**config.mk**
```make
export PLATFORM = sky130hd
export DESIGN_NAME = fir_sample_feeder
export DESIGN_NICKNAME = d
export VERILOG_FILES = /design/src/rtl/fir_sample_feeder.sv
export SDC_FILE = /design/constraint.sdc
export NUM_CORES = 1
export LEC_CHECK = 0
export CAP_MARGIN = 20
export CORE_MARGIN = 4
export CORE_UTILIZATION = 35
export DETAILED_ROUTE_END_ITERATION = 16
export GPL_ROUTABILITY_DRIVEN = 0
export PLACE_DENSITY_LB_ADDON = 0.25
export REMOVE_ABC_BUFFERS = 1
export SETUP_SLACK_MARGIN = 0.5
export SYNTH_ARGS = -nofsm -noshare
export SYNTH_HDL_FRONTEND = slang
export SYNTH_SLANG_ARGS = --single-unit
```
**constraint.sdc**
```tcl
create_clock -name clk -period 6.3 [get_ports clk]
set_clock_uncertainty 0.2 [all_clocks]
set_input_delay 1.26 -clock clk [delete_from_list [all_inputs] [get_ports clk]]
set_output_delay 1.26 -clock clk [all_outputs]
set_load 0.02 [all_outputs]
```
**src/rtl/fir_sample_feeder.sv**
```systemverilog
`default_nettype none
// ============================================================================
//  Module      : fir_sample_feeder
//  Description : Upstream feeder for a time-multiplexed TAPS-tap FIR filter.
//                Buffers bursty ADC samples in a small FIFO. Holds one sample
//                on fir_sig while fir_ready is high for exactly TAPS
//                consecutive cycles, which is one MAC window. Pulses
//                out_strobe in the cycle the FIR output carries the
//                finished result.
//  Revision    : 1.0 - initial release
// ----------------------------------------------------------------------------
//  Ports
//    clk         in   system clock, rising edge
//    rst         in   synchronous reset, active-high
//    adc_data    in   DATA_W signed sample
//    adc_valid   in   adc_data valid this cycle
//    adc_ready   out  FIFO not full
//    fir_sig     out  sample to FIR input_sig, stable for a whole burst
//    fir_ready   out  FIR ready enable, TAPS consecutive cycles per sample
//    out_strobe  out  one-cycle pulse: FIR filtred_sig holds a new result
//    overflow    out  sticky: a sample was dropped because the FIFO was full
//    fifo_level  out  current FIFO occupancy
//  Configuration
//    FIR_FEED_GAPLESS_EN : when defined, the next sample is popped in the
//                          last cycle of a burst, so fir_ready stays high
//                          continuously while samples are available.
// ============================================================================
module fir_sample_feeder #(
  parameter int DATA_W = 18,
  parameter int TAPS   = 128,
  parameter int DEPTH  = 16
) (
  input  logic                       clk,
  input  logic                       rst,
  input  logic [DATA_W-1:0]          adc_data,
  input  logic                       adc_valid,
  output logic                       adc_ready,
  output logic [DATA_W-1:0]          fir_sig,
  output logic                       fir_ready,
  output logic                       out_strobe,
  output logic                       overflow,
  output logic [$clog2(DEPTH):0]     fifo_level
);

  localparam int AW = $clog2(DEPTH);
  localparam int CW = $clog2(TAPS);
  localparam int LW = AW + 1;

  localparam logic [0:0] ST_IDLE = 1'b0;
  localparam logic [0:0] ST_RUN  = 1'b1;

  logic [DATA_W-1:0] mem [DEPTH];
  logic [AW-1:0]     wr_ptr;
  logic [AW-1:0]     rd_ptr;
  logic [LW-1:0]     level;
  logic [0:0]        state;
  logic [CW-1:0]     cnt;

  logic full;
  logic not_empty;
  logic push;
  logic pop;
  logic burst_end;

  always_comb begin
    full      = (level == LW'(DEPTH));
    not_empty = (level != '0);
    // Full check uses the pre-edge level, so a push while full is dropped
    // even if the FSM pops in the same cycle.
    push      = adc_valid & ~full;
    burst_end = (state == ST_RUN) && (cnt == CW'(TAPS - 1));
`ifdef FIR_FEED_GAPLESS_EN
    pop       = not_empty & ((state == ST_IDLE) | burst_end);
`else
    pop       = not_empty & (state == ST_IDLE);
`endif
  end

  // The sample storage has no reset. Only entries below the level are
  // ever read.
  always_ff @(posedge clk) begin
    if (push) begin
      mem[wr_ptr] <= adc_data;
    end
  end

  always_ff @(posedge clk) begin
    if (rst) begin
      wr_ptr     <= '0;
      rd_ptr     <= '0;
      level      <= '0;
      fir_sig    <= '0;
      out_strobe <= 1'b0;
      overflow   <= 1'b0;
      state      <= ST_IDLE;
      cnt        <= '0;
    end else begin
      if (push) begin
        wr_ptr <= wr_ptr + 1'b1;
      end
      if (pop) begin
        rd_ptr  <= rd_ptr + 1'b1;
        fir_sig <= mem[rd_ptr];
      end

      case ({push, pop})
        2'b10:   level <= level + 1'b1;
        2'b01:   level <= level - 1'b1;
        default: level <= level;
      endcase

      if (adc_valid && full) begin
        overflow <= 1'b1;
      end

      // The FIR output register reflects the finished window one cycle
      // after the last enable cycle.
      out_strobe <= burst_end;

      if (pop) begin
        state <= ST_RUN;
        cnt   <= '0;
      end else if (state == ST_RUN) begin
        if (burst_end) begin
          state <= ST_IDLE;
        end
        cnt <= cnt + 1'b1;
      end
    end
  end

  assign adc_ready  = ~full;
  assign fir_ready  = (state == ST_RUN);
  assign fifo_level = level;

endmodule
`default_nettype wire
```
# [After elaboration in Yosys (flattened, before gate mapping)]
# Memory sizes are Yosys's and may differ from the RTL's. A register that Yosys moved wholly into a read port is not among the register bits.
# Cells that the tools add are included.
[classes] n_addsub=5 n_eq_ne=4 mux=6 bitwise_logic=4 reduce_logical=5
[op_table] cell="$pmux 5 s2" n=1
[op_table] cell="$add 4x1->4 const B" n=2
[op_table] cell="$add 7x1->7 const B" n=1
[op_table] cell="$eq 7x7->1 const B" n=1
[op_table] cell="$add 5x1->5 const B" n=1
[op_table] cell="$eq 5x5->1 const B" n=1
[op_table] cell="$mux 1" n=5
[op_table] cell="$reduce_bool 5->1" n=1
[op_table] cell="$sub 5x1->5 const B" n=1
[op_table] cell="$and 1x1->1" n=2
[op_table] cell="$eq 2x1->1 const B" n=1
[op_table] cell="$eq 2x2->1 const B" n=1
[op_table] cell="$logic_and 1x1->1" n=2
[op_table] cell="$not 1->1" n=2
[op_table] cell="$reduce_bool 2->1" n=1
[op_table] cell="$reduce_or 2->1" n=1
[word_totals] regBits=23 ram_bits=288 input_bits=21 output_inout_bits=27 elab_cells=32 memories=1
[memory_table] memory="mem" words=16 word_bits=18 rd=1 rd_ports_with_merged_regs=1 wr=1 line="52" text="logic [DATA_W-1:0] mem [DEPTH];"

# [Depth between registers and ports, before layout]
[logic_depth] ltp_word=5 depth_mapped=12 depth_no_buf=11

# [Worst setup path after synthesis]
# OpenSTA, ideal clock, no wires.
[synth_path] kind="input -> register" startpoint="input adc_valid" endpoint="memory mem[3][0] (enable)" setup_ps=416 arrival_ps=3023 t_required_ps=5684 setup_slack_ps=2661 path_stages=3 n_path_buf=0 cell_sequence="a21boi_2 > nand2_1 > nor3_1"
[synth_via] elab_chain_len=3
[synth_rtl] item="start, declared" line="36" text="input logic adc_valid,"
[synth_rtl] item="$and 1x1->1" line="70" text="push = adc_valid & ~full;"
[synth_rtl] item="$mux 1" line="82" text="if (push) begin"
[synth_rtl] item="$mux 1 (not written as such)" line="83" text="mem[wr_ptr] <= adc_data;"
[synth_rtl] item="end, declared" line="52"
# Every way passes these cells.

# [Worst setup path after layout]
[layout_path] startpoint="input adc_valid" endpoint="register level[4] (netlist: fifo_level[4])"
[layout_via] elab_chain_len=3 word_cells_on_any_way=5 cone_classes="eq/ne (2); mux (1); bitwise (1); reduce/logical (1)"
[layout_rtl] item="$and 1x1->1 *" line="70"
[layout_rtl] item="$eq 2x1->1 / $eq 2x2->1 (equally long branches)" line="106" text="case ({push, pop})"
[layout_rtl] item="$pmux 5 s2 / $reduce_bool 2->1 (equally long branches)"
[layout_rtl] item="end signal, assigned" line="107" text="2'b10: level <= level + 1'b1;"
[layout_rtl] item="end signal, assigned" line="108" text="2'b01: level <= level - 1'b1;"
[layout_rtl] item="end signal, assigned" line="109" text="default: level <= level;"
[layout_rtl] item="end, declared" line="55" text="logic [LW-1:0] level;"
# Mark *: on every way between the ends. The rest lies on a longest branch, timed or not.
# A chain may end at the register's enable or synchronous reset.

==> metrics.md <==
| Metric | Value |
|---|---|
| Largest net degree at the start of global routing | 62 |
| Post-Synth Adder-Cell Area | 0.987% |
| Initial DRC count | 429 |
| Register area share after synthesis | 74.7% |
| Status | completed |
| P&R area growth vs syn | 17.2% |
| CTS HTree Levels | 2 |
| CTS tree | yes |
| Commonest cells after routing, fill and taps aside | edfxtp_1, mux2i_1, nor2_1 |
| Setup bufs post-CTS | 0 |
| Routed vias | 6440 |
| PD cells | 381 nW/um^2 |
| Crit-path slowest cell | a21boi_2 |
| CP top delay family | compound AO/OA/AOI/OAI gates |
| Pre-antenna DRT Iters | 5 |
| Min Tclk post-route | 3.71 ns |
| Die Wd | 198 um |
| Crit share post-route | 58.8% |
| Slowest stage delay, CP | 0.50 ns |
| Slew Limit Headroom | 24.6% |
| Hpwl dp | 17500 um |
| Data arrival time of the critical path | 3.89 ns |
| Routed WL | 28800 um |
| Die Area | 39300 sq um |
| Max clock buf depth | 3 |
| Synth Area in Compound Gates | 4.91% |
| Most common cell after layout, fill and taps aside | edfxtp_1 |
| Via-to-Cell Ratio | 5.11 |
| Crit path required time | 6.49 ns |
| IO Pins | 48 |
| Port buffer count | 47 |
| CTS sink count | 329 |
| HP Class | reg -> reg |
| # nets final | 801 |
| Hold Fails Final Rpt | 0 |
| Initial antenna violation count | 0 |
| Setup CP Type | in -> reg |
| Number of library cell types mapped by synthesis | 41 |
| Setup crit end kind | flip-flop |
| P_leak | 0.00453 uW |
| All-Layer GR Usage | 14.6% |
| Buf/Inv on CP | 2 |
| Layout cells sized above 1 | 15.9% |
| Hold buffer count at CTS | 0 |
| First-pass GRT wire length | 42600 um |
| Xor-xnor portion of the synthesized cell area | 1.04% |
| Critical path startpoint | adc_valid |
| DR WL/cell | 22.9 um |
| Setup violators final | 0 |
| Ys Warns | 0 |
| Mux contribution to synthesized area | 12.4% |
| DR DRC count | 0 |
| CTS Buf Count | 37 |
| Root Driver | clkbuf_16 |
| Fill count | 3185 |
| Top FF cell, synth | edfxtp_1 |
| Main combinational cell family by area after synthesis | multiplexers |
| Worst slew pin tran | 1.13 ns |
| Multi-input gate area | 3030 sq um |
| Total power | 5670 uW |
| Top cell type's share of synthesized area | 68.2% |
| Setup TNS Final | 0 ns |
| Crit path cell chain | clkdlybuf4s50_1, a21boi_2, inv_1, ha_1, xor2_1, ha_1, a21oi_1, a221oi_1, a21oi_1, mux2_2 |
| RSZ-0062 raised after global routing | false |
| Std cell rows | 69 |
| Max-capacitance violation count | 0 |
| DR top layer | met4 |
| Asr flop ratio synth | 0% |
| Clock transition at path regs | 0.06 ns |
| Core ar. | 35700 sq um |
| Synth Area in Simple Gates | 4.03% |
| Grt ovf | 0 |
| Post-synthesis register bit count | 329 |
| Overall die height | 198 um |
| Reg2reg start | fifo_level[1] |
| Critical Path Source Type | input port |
| Synth area leader | edfxtp_1 |
| Top post-synthesis cells by area | edfxtp_1, dfxtp_1, mux4_2, mux2i_1, nor2_1 |
| Crit path max fanout | 9 |
| N_diodes | 0 |
| Fmax | 270 MHz |
| EDFF count, synth | 288 |
| Resized cells post-CTS | 0 |
| Seq. cell area | 9470 sq um |
| Synth Instances | 715 |
| Clk Latency, worst-skew pair | 0.52 ns |
| Post-synthesis cell area | 12700 sq um |
| Metal2 WL | 14000 um |
| WL met1 | 13000 um |
| Syn Area/Cell | 17.7 sq um |
| Antenna Nets Post-Route | 0 |
| Met3 Wirelength | 1140 um |
| Number of global-route vias before repair | 6624 |
| Max rail drop VDD | 151 uV |
| Starting Density | 35.6% |
| Hold_sp | cnt[6] |
| Slew Viols, Final | 0 |
routing by layer:
layer	vias up	track usage, %
li1	2958	-
met1	3315	20.1
met2	125	24.1
met3	42	2.60
met4	0	3.90
met5	-	0
per-stage QoR:
stage / setup slack (ns) / std cells / hold slack [ns] / instance area, sq um / utilization (%)
5_1_grt: 2.38 / 1260 / 0.314 / 14900 / 41.7
3_5_place_dp: 2.11 / 1188 / 0.257 / 13600 / 38.2
6_report: 2.59 / 1260 / 0.261 / 14900 / 41.7
2_1_floorplan: 1.63 / 673 / 0.235 / 12500 / -
4_1_cts: 2.62 / 1256 / 0.266 / 14800 / 41.5
3_3_place_gp: 2.11 / 1188 / 0.246 / 13600 / 38.2
flip-flops by register name (all words and copies together), names as in the netlist:
signal      cells
mem           288
fir_sig        18
cnt             7
fifo_level      5
rd_ptr          4
wr_ptr          4
fir_ready       1
out_strobe      1
overflow        1
cells by family (layout without fill, tap and decap cells):
| group | count (synthesis) | in the layout |
|---|---|---|
| flip-flops | 329 | 329 |
| adder cells (fa/ha/maj) | 10 | 10 |
| XOR/XNOR | 15 | 15 |
| buffers and inverters | 47 | 131 |
| AO/OA/AOI/OAI | 88 | 88 |
| multiplexers | 112 | 112 |
| AND/OR/NAND/NOR | 114 | 114 |
power by group:
group | internal, uW | switching, uW
Clock | 1210 | 855
Combinational | 410 | 593
Sequential | 2490 | 106
Total | 4110 | 1550
cells in the mapped netlist (2+ instances only):
library cell and instances:
nand2_1 14, buf_2 18, mux4_2 36, clkbuf_1 14
ha_1 10, nand2b_1 3, a311oi_1 18, a22oi_1 19
inv_1 5, buf_4 4, o21ai_0 3, o22ai_1 37
mux2i_1 75, xnor2_1 6, edfxtp_1 288, xor2_1 9
nor3_1 7, nand4_1 4, buf_6 3, dfxtp_1 41
nor2_1 76, a221oi_1 2, a21oi_1 5
layout make-up:
type	count	area share [%]
Tap cell	461	3.88
Clock buffer	48	6.72
Sequential cell	329	63.8
Clock inverter	20	1.20
Multi-Input combinational cell	339	20.4
Inverter	5	0.126
Timing Repair Buffer	58	3.92
final timing paths:
path | slack [ns] | depth (start not counted) | endpoint
worst max-delay path | 2.59 | 10 | fifo_level[4]
worst min-delay path | 0.26 | 2 | out_strobe
worst max register to register | 3.15 | 11 | fifo_level[4]
worst min register to register | 0.26 | 2 | out_strobe
worst register-to-register path: cells and delay by family (launching register included):
family | cells | cell delay (ns)
compound gates | 4 | 0.50
buf+inv | 1 | 0.48
xor+xnor | 1 | 0.17
fa+ha+maj | 2 | 0.59
simple gates | 2 | 0.22
mux | 1 | 0.35
flops | 1 | 0.52
(Power assumes the default switching activity.)
